$ cat src/rtl/uart_tx_scheduler_pkg.sv
// Shared constants and state encoding for the UART TX scheduler.
// Address map of the peripheral block plus the scheduler FSM states.
package uart_tx_scheduler_pkg;

    localparam logic [31:0] ADDR_TX_DATA   = 32'h4000_0018;
    localparam logic [31:0] ADDR_UART_STAT = 32'h4000_0020;
    localparam logic [31:0] ADDR_Q_PUSH    = 32'h4000_0024;
    localparam logic [31:0] ADDR_Q_STAT    = 32'h4000_0028;

    localparam int unsigned TX_BUSY_BIT = 4;

    typedef enum logic [2:0] {
        StIdle,
        StPoll,
        StSend,
        StHold,
        StGap
    } sched_state_e;

endpackage

$ cat src/rtl/uart_tx_scheduler_if.sv
// Simple strobe-based memory bus: single-cycle read/write with same-cycle read data.
// The master drives the strobes, address and write data; the slave returns read data.
interface uart_tx_scheduler_if;

    logic        rd;
    logic        wr;
    logic [31:0] addr;
    logic [31:0] wdata;
    logic [31:0] rdata;

    modport master (output rd, output wr, output addr, output wdata, input rdata);
    modport slave  (input rd, input wr, input addr, input wdata, output rdata);

endinterface

$ cat src/rtl/uart_tx_scheduler_sync_byte_fifo.sv
// Single-clock byte FIFO with level count; pushes while full and pops while empty are ignored.
// Full/empty are evaluated on the current level, so a pop never makes room for a same-cycle push.
module sync_byte_fifo #(
    parameter int unsigned DEPTH = 16,
    parameter int unsigned AW    = 4
) (
    input  logic          clk,
    input  logic          reset,
    input  logic          push_i,
    input  logic [7:0]    push_data_i,
    input  logic          pop_i,
    output logic [7:0]    head_o,
    output logic          full_o,
    output logic          empty_o,
    output logic [AW:0]   level_o
);

    logic [7:0]    mem_q [DEPTH];
    logic [AW-1:0] wr_ptr_q, wr_ptr_d;
    logic [AW-1:0] rd_ptr_q, rd_ptr_d;
    logic [AW:0]   level_q, level_d;
    logic          do_push, do_pop;

    assign full_o  = (level_q == (AW + 1)'(DEPTH));
    assign empty_o = (level_q == '0);
    assign level_o = level_q;
    assign head_o  = mem_q[rd_ptr_q];

    assign do_push = push_i & ~full_o;
    assign do_pop  = pop_i & ~empty_o;

    always_comb begin
        wr_ptr_d = wr_ptr_q;
        rd_ptr_d = rd_ptr_q;
        level_d  = level_q + (AW + 1)'(do_push) - (AW + 1)'(do_pop);
        if (do_push) wr_ptr_d = wr_ptr_q + 1'b1;
        if (do_pop)  rd_ptr_d = rd_ptr_q + 1'b1;
    end

    always_ff @(posedge clk or negedge reset) begin
        if (!reset) begin
            wr_ptr_q <= '0;
            rd_ptr_q <= '0;
            level_q  <= '0;
        end else begin
            wr_ptr_q <= wr_ptr_d;
            rd_ptr_q <= rd_ptr_d;
            level_q  <= level_d;
        end
    end

    // Storage needs no reset: pointers and level define what is valid.
    always_ff @(posedge clk) begin
        if (do_push) mem_q[wr_ptr_q] <= push_data_i;
    end

endmodule

$ cat src/rtl/uart_tx_scheduler.sv
// Bus bridge between CPU and peripheral block that drains a CPU-filled byte queue into the
// UART TX register during idle bus cycles, polling the UART busy flag before each byte.
module uart_tx_scheduler
    import uart_tx_scheduler_pkg::*;
#(
    parameter int unsigned DEPTH       = 16,
    parameter int unsigned AW          = 4,
    parameter int unsigned POLL_GAP    = 4,
    parameter int unsigned HOLD_CYCLES = 2
) (
    input  logic                 clk,
    input  logic                 reset,
    uart_tx_scheduler_if.slave   cpu,
    uart_tx_scheduler_if.master  per
);

    localparam int unsigned CNT_W = 8;

    sched_state_e     state_q;
    logic [CNT_W-1:0] cnt_q;
    logic             ovf_q;

    logic        cpu_busy;
    logic        hit_push, hit_stat, local_hit;
    logic        q_push, q_pop, q_full, q_empty;
    logic [7:0]  q_head;
    logic [AW:0] q_level;
    logic [31:0] q_stat;

    assign cpu_busy  = cpu.rd | cpu.wr;
    assign hit_push  = (cpu.addr == ADDR_Q_PUSH);
    assign hit_stat  = (cpu.addr == ADDR_Q_STAT);
    assign local_hit = hit_push | hit_stat;

    assign q_push = cpu.wr & hit_push;
    assign q_pop  = ~cpu_busy & (state_q == StSend);

    sync_byte_fifo #(
        .DEPTH (DEPTH),
        .AW    (AW)
    ) u_fifo (
        .clk         (clk),
        .reset       (reset),
        .push_i      (q_push),
        .push_data_i (cpu.wdata[7:0]),
        .pop_i       (q_pop),
        .head_o      (q_head),
        .full_o      (q_full),
        .empty_o     (q_empty),
        .level_o     (q_level)
    );

    always_comb begin
        q_stat         = '0;
        q_stat[AW:0]   = q_level;
        q_stat[AW + 1] = q_empty;
        q_stat[AW + 2] = q_full;
        q_stat[AW + 3] = ovf_q;
    end

    always_comb begin
        cpu.rdata = '0;
        if (cpu.rd) begin
            if (hit_stat)      cpu.rdata = q_stat;
            else if (!hit_push) cpu.rdata = per.rdata;
        end
    end

    // Any CPU strobe owns the bus, even for local addresses; the scheduler only fills gaps.
    always_comb begin
        per.rd    = 1'b0;
        per.wr    = 1'b0;
        per.addr  = '0;
        per.wdata = '0;
        if (cpu_busy) begin
            per.rd    = cpu.rd & ~local_hit;
            per.wr    = cpu.wr & ~local_hit;
            per.addr  = cpu.addr;
            per.wdata = cpu.wdata;
        end else begin
            case (state_q)
                StPoll: begin
                    per.rd   = 1'b1;
                    per.addr = ADDR_UART_STAT;
                end
                StSend: begin
                    per.wr    = 1'b1;
                    per.addr  = ADDR_TX_DATA;
                    per.wdata = {24'h0, q_head};
                end
                default: ;
            endcase
        end
    end

    always_ff @(posedge clk or negedge reset) begin
        if (!reset) begin
            state_q <= StIdle;
            cnt_q   <= '0;
            ovf_q   <= 1'b0;
        end else begin
            if (q_push && q_full)          ovf_q <= 1'b1;
            else if (cpu.rd && hit_stat)   ovf_q <= 1'b0;

            if (!cpu_busy) begin
                case (state_q)
                    StIdle: if (!q_empty) state_q <= StPoll;
                    StPoll: begin
                        if (per.rdata[TX_BUSY_BIT]) begin
                            cnt_q   <= CNT_W'(POLL_GAP - 1);
                            state_q <= StGap;
                        end else begin
                            state_q <= StSend;
                        end
                    end
                    StSend: begin
                        cnt_q   <= CNT_W'(HOLD_CYCLES - 1);
                        state_q <= StHold;
                    end
                    // Leaving as the count reaches zero keeps the wait, IDLE included, at N cycles.
                    StHold, StGap: begin
                        if (cnt_q <= CNT_W'(1)) begin
                            cnt_q   <= '0;
                            state_q <= StIdle;
                        end else begin
                            cnt_q <= cnt_q - 1'b1;
                        end
                    end
                    default: state_q <= StIdle;
                endcase
            end
        end
    end

endmodule
$ cat src/flat_wrapper.sv
// flat-port wrapper written by rule: the top's interface ports become plain ports
module uart_tx_scheduler_flat import uart_tx_scheduler_pkg::*;
#(
    parameter int unsigned DEPTH       = 16,
    parameter int unsigned AW          = 4,
    parameter int unsigned POLL_GAP    = 4,
    parameter int unsigned HOLD_CYCLES = 2
)
  (clk, reset, cpu_rd, cpu_wr, cpu_addr, cpu_wdata, cpu_rdata, per_rd, per_wr, per_addr, per_wdata, per_rdata);
  uart_tx_scheduler_if cpu_i ();
  uart_tx_scheduler_if per_i ();
  input  logic clk;
  input  logic reset;
  input wire logic [$bits(cpu_i.rd)-1:0] cpu_rd;
  input wire logic [$bits(cpu_i.wr)-1:0] cpu_wr;
  input wire logic [$bits(cpu_i.addr)-1:0] cpu_addr;
  input wire logic [$bits(cpu_i.wdata)-1:0] cpu_wdata;
  output wire logic [$bits(cpu_i.rdata)-1:0] cpu_rdata;
  output wire logic [$bits(per_i.rd)-1:0] per_rd;
  output wire logic [$bits(per_i.wr)-1:0] per_wr;
  output wire logic [$bits(per_i.addr)-1:0] per_addr;
  output wire logic [$bits(per_i.wdata)-1:0] per_wdata;
  input wire logic [$bits(per_i.rdata)-1:0] per_rdata;
  assign cpu_i.rd = cpu_rd;
  assign cpu_i.wr = cpu_wr;
  assign cpu_i.addr = cpu_addr;
  assign cpu_i.wdata = cpu_wdata;
  assign cpu_rdata = cpu_i.rdata;
  assign per_rd = per_i.rd;
  assign per_wr = per_i.wr;
  assign per_addr = per_i.addr;
  assign per_wdata = per_i.wdata;
  assign per_i.rdata = per_rdata;
  uart_tx_scheduler #(.DEPTH(DEPTH), .AW(AW), .POLL_GAP(POLL_GAP), .HOLD_CYCLES(HOLD_CYCLES)) u_core (.clk(clk), .reset(reset), .cpu(cpu_i), .per(per_i));
endmodule
$ cat config.mk
export PLATFORM = sky130hd
export DESIGN_NAME = uart_tx_scheduler_flat
export DESIGN_NICKNAME = d
export VERILOG_FILES = /design/src/rtl/uart_tx_scheduler_pkg.sv /design/src/rtl/uart_tx_scheduler_if.sv /design/src/rtl/uart_tx_scheduler_sync_byte_fifo.sv /design/src/rtl/uart_tx_scheduler.sv /design/src/flat_wrapper.sv
export SDC_FILE = /design/constraint.sdc
export NUM_CORES = 1
export LEC_CHECK = 0
export BUFFER_PORTS_ARGS = -buffer_cell sky130_fd_sc_hd__buf_2
export CORE_MARGIN = 10
export CORE_UTILIZATION = 40
export CTS_BUF_LIST = sky130_fd_sc_hd__clkbuf_4
export DETAILED_ROUTE_END_ITERATION = 8
export PLACE_DENSITY = 0.69
export SYNTH_ARGS = -nofsm -noshare
export SYNTH_HDL_FRONTEND = slang
export SYNTH_SLANG_ARGS = --single-unit
$ cat constraint.sdc
create_clock -name clk -period 2.9 [get_ports clk]
set_input_delay 0.58 -clock clk [delete_from_list [all_inputs] [get_ports clk]]
set_output_delay 0.58 -clock clk [all_outputs]
set_load 0.02 [all_outputs]
==> key figures <==
Global routing
  • First-pass GRT wire length: 29900 um
  • Antenna violations before repair: 1
  • Vias in the first global route: 5335
  • GRT Total Usage: 15.9%
  • Largest net degree at the start of global routing: 56
  • Grt ovf: 0

Logic synthesis
  • FF+latch count, synth: 153
  • Seq/Total Area, Yosys: 61.8%
  • Post-synthesis cell count: 503
  • Mapped Area: 7240 um^2
  • Leading post-synthesis cells by cell area: edfxtp_1 53%, mux4_2 9.3%, dfrtp_1 8.6%
  • Number of library cell types mapped by synthesis: 59
  • Synthesized area per cell: 14.4 um^2
  • Synth Net Count: 617
  • Synth warn: 0
  • Share of the synthesized area in the top cell type: 53.1%
  • Synth area leader: edfxtp_1
  • Post-synth ARST share: 16.3%
  • EDFF count, synth: 128
  • Dominant synthesized flop cell: edfxtp_1

STA
  • Setup violations, final: 2
  • Worst setup margin: -0.0319 ns
  • Worst slew margin: 52.5%
  • Unrepaired setup endpoints after global routing: yes
  • Final Hold Slack: 0.0257 ns
  • Top achievable clock speed: 341 MHz
  • Worst Tran Pin Value: 0.707 ns
  • Period utilization: 101%
  • Slew Viols, Final: 0
  • Clock Skew: 0.0183 ns
  • Hold Violations, Final: 0
  • Post-layout min period: 2.93 ns

Finish
  • Final instance area: 9320 um^2
  • Area Growth Syn to Fin: 28.8%
  • Commonest non-fill, non-tap cells in the layout: 195 x buf_2, 128 x edfxtp_1, 76 x and2_1
  • Share of layout cells above drive strength 1: 47.2%
  • Fin cells: 991
  • Most common cell after layout, fill and taps aside: buf_2
  • Final Core Density: 52.1%
  • Nets: 862

Placement
  • Dpl hpwl: 14700 um
  • Port-buffer cells: 197
  • Placed inst area: 8770 um^2
  • Worst Setup Slack post-DPL: -0.179 ns
  • Gpl congestion: 0.948
  • DP Cell Count: 936

Clocking
  • CTS sink count: 153
  • CTS max path bufs: 2
  • TritonCTS clock tree: yes
  • CTS Hold Buffers Added: 0
  • CTS H-tree depth: 4
  • Root buf cell: clkbuf_4
  • Total CTS buffers: 17
  • Reg clk slew, reported paths: 0.13 ns
  • Clock latency on the worst-skew pair: 0.55 ns

Floorplan
  • I/O Pins: 198
  • Rows: 49
  • Starting Density: 40.4%
  • Core area: 17900 um^2
  • DIE WIDTH: 155 um
  • DIE AREA: 23900 um^2
  • Die Y: 155 um

Detailed routing
  • Via/cell ratio: 5.26
  • Via Count: 5214
  • Drt drc: 0
  • Wirelength, routed: 19900 um
  • Post-route ant nets: 0
  • Drt first-iter violations: 427
  • Pre-Repair DR Iteration Count: 5
  • WL per Instance: 20.1 um

Run
  • Number of max-cap violations: 0

Worst setup path
  • Worst-path fanout max: 9
  • Crit Path Class: reg -> out
  • Critical Path RT: 2.32 ns
  • Startpoint types: register
  • Crit end category: output port
  • WP data arrival: 2.35 ns

Power and ir drop
  • Peak supply drop: 0.000292 V
  • PwrDens: 662 nW/um^2
  • Leak pwr: 3.74 nW

Hold path
  • Worst min path class: in -> async

Run status
  • Status: finished, violations left
  • Failing checks: setup timing
-- sequential cells by signal, summed over array words and instances (netlist names) --
signal	flops
u_core.u_fifo.mem_q	128
u_core.u_fifo.rd_ptr_q	4
u_core.u_fifo.wr_ptr_q	4
u_core.cnt_q	8
u_core.state_q	3
u_core.u_fifo.level_o	5
u_core.ovf_q	1
-- layout make-up --
type                       count  area (um^2)
sequential                   153         4480
inverter                      13         48.8
tap                          229          287
clock buffer                  18          135
antenna                        1         2.50
timing repair buffer         253         1480
clock inverter                14          114
multi-input combinational    310         2780
fill                        1490         8580
-- path summary, 6_finish.rpt --
kind	from	end	slack (ns)	depth (start not counted)
worst max-delay path	u_core.u_fifo.rd_ptr_q[0]	per_wdata[0]	-0.03	5
worst min-delay path	reset	u_core.state_q[2]	0.03	1
worst max register to register	u_core.u_fifo.level_o[3]	u_core.u_fifo.level_o[4]	0.23	15
worst min register to register	u_core.cnt_q[4]	u_core.cnt_q[4]	0.53	1
max in group asynchronous	reset	u_core.u_fifo.rd_ptr_q[0]	2.43	1
min in group clk	per_rdata[4]	u_core.state_q[2]	0.36	2
-- synthesized netlist by cell type, types with 5 or more instances --
| master | n |
|---|---|
| o21ai_0 | 9 |
| a21oi_1 | 5 |
| nor2b_1 | 7 |
| nor3_1 | 11 |
| edfxtp_1 | 128 |
| and3_1 | 8 |
| ha_1 | 13 |
| a22oi_1 | 7 |
| clkbuf_1 | 17 |
| xnor2_1 | 8 |
| inv_1 | 13 |
| and2_1 | 77 |
| o211ai_1 | 9 |
| nand2_1 | 29 |
| a22o_1 | 12 |
| nor2_1 | 16 |
| dfrtp_1 | 25 |
| mux2i_1 | 9 |
| mux4_2 | 30 |
| nor4_1 | 7 |
-- metal layers --
metal,routed length (um),track usage (%),part of all wire (%),up-vias
met5,0,0,0,-
met4,316,6.12,1.6,0
met3,1620,3.94,8.2,28
met2,10100,27.3,51,239
met1,7800,18.7,39,2548
li1,-,-,-,2399
-- critical path: stages (launching register included) --
cell      delay, ns
dfrtp_4        0.51
buf_12         0.16
mux4_2         0.51
a22oi_2        0.23
o211ai_1       0.19
buf_4          0.21
-- metrics by stage --
step / power (mW) / setup TNS (ns)
2_1_floorplan: 4.19 / -0.00165
3_3_place_gp: 4.74 / -0.629
3_5_place_dp: 4.81 / -3.37
4_1_cts: 6.07 / -0.131
5_1_grt: 6.52 / -0.493
6_report: 6.17 / -0.0323
-- logic make-up after synthesis --
family / synth area share (%)
adder cells (fa/ha/maj): 2.52
flip-flops: 61.8
XOR/XNOR: 1.45
buffers and inverters: 2.40
AO/OA/AOI/OAI: 6.15
multiplexers: 11.1
AND/OR/NAND/NOR: 14.6
-- power breakdown --
group	switching [mW]	leakage, nW	total, mW	internal (mW)
Combinational	1.12	2.16	2.33	1.21
Clock	0.781	0.133	1.15	0.366
Sequential	0.191	1.45	2.70	2.51
-- what timing repair did --
action,in CTS,in global routing
endpoints found under the setup margin,41,41
pin swaps,3,6
gates cloned,0,2
resized for setup,18,13
setup buffers,5,15
(Power assumes the default switching activity.)
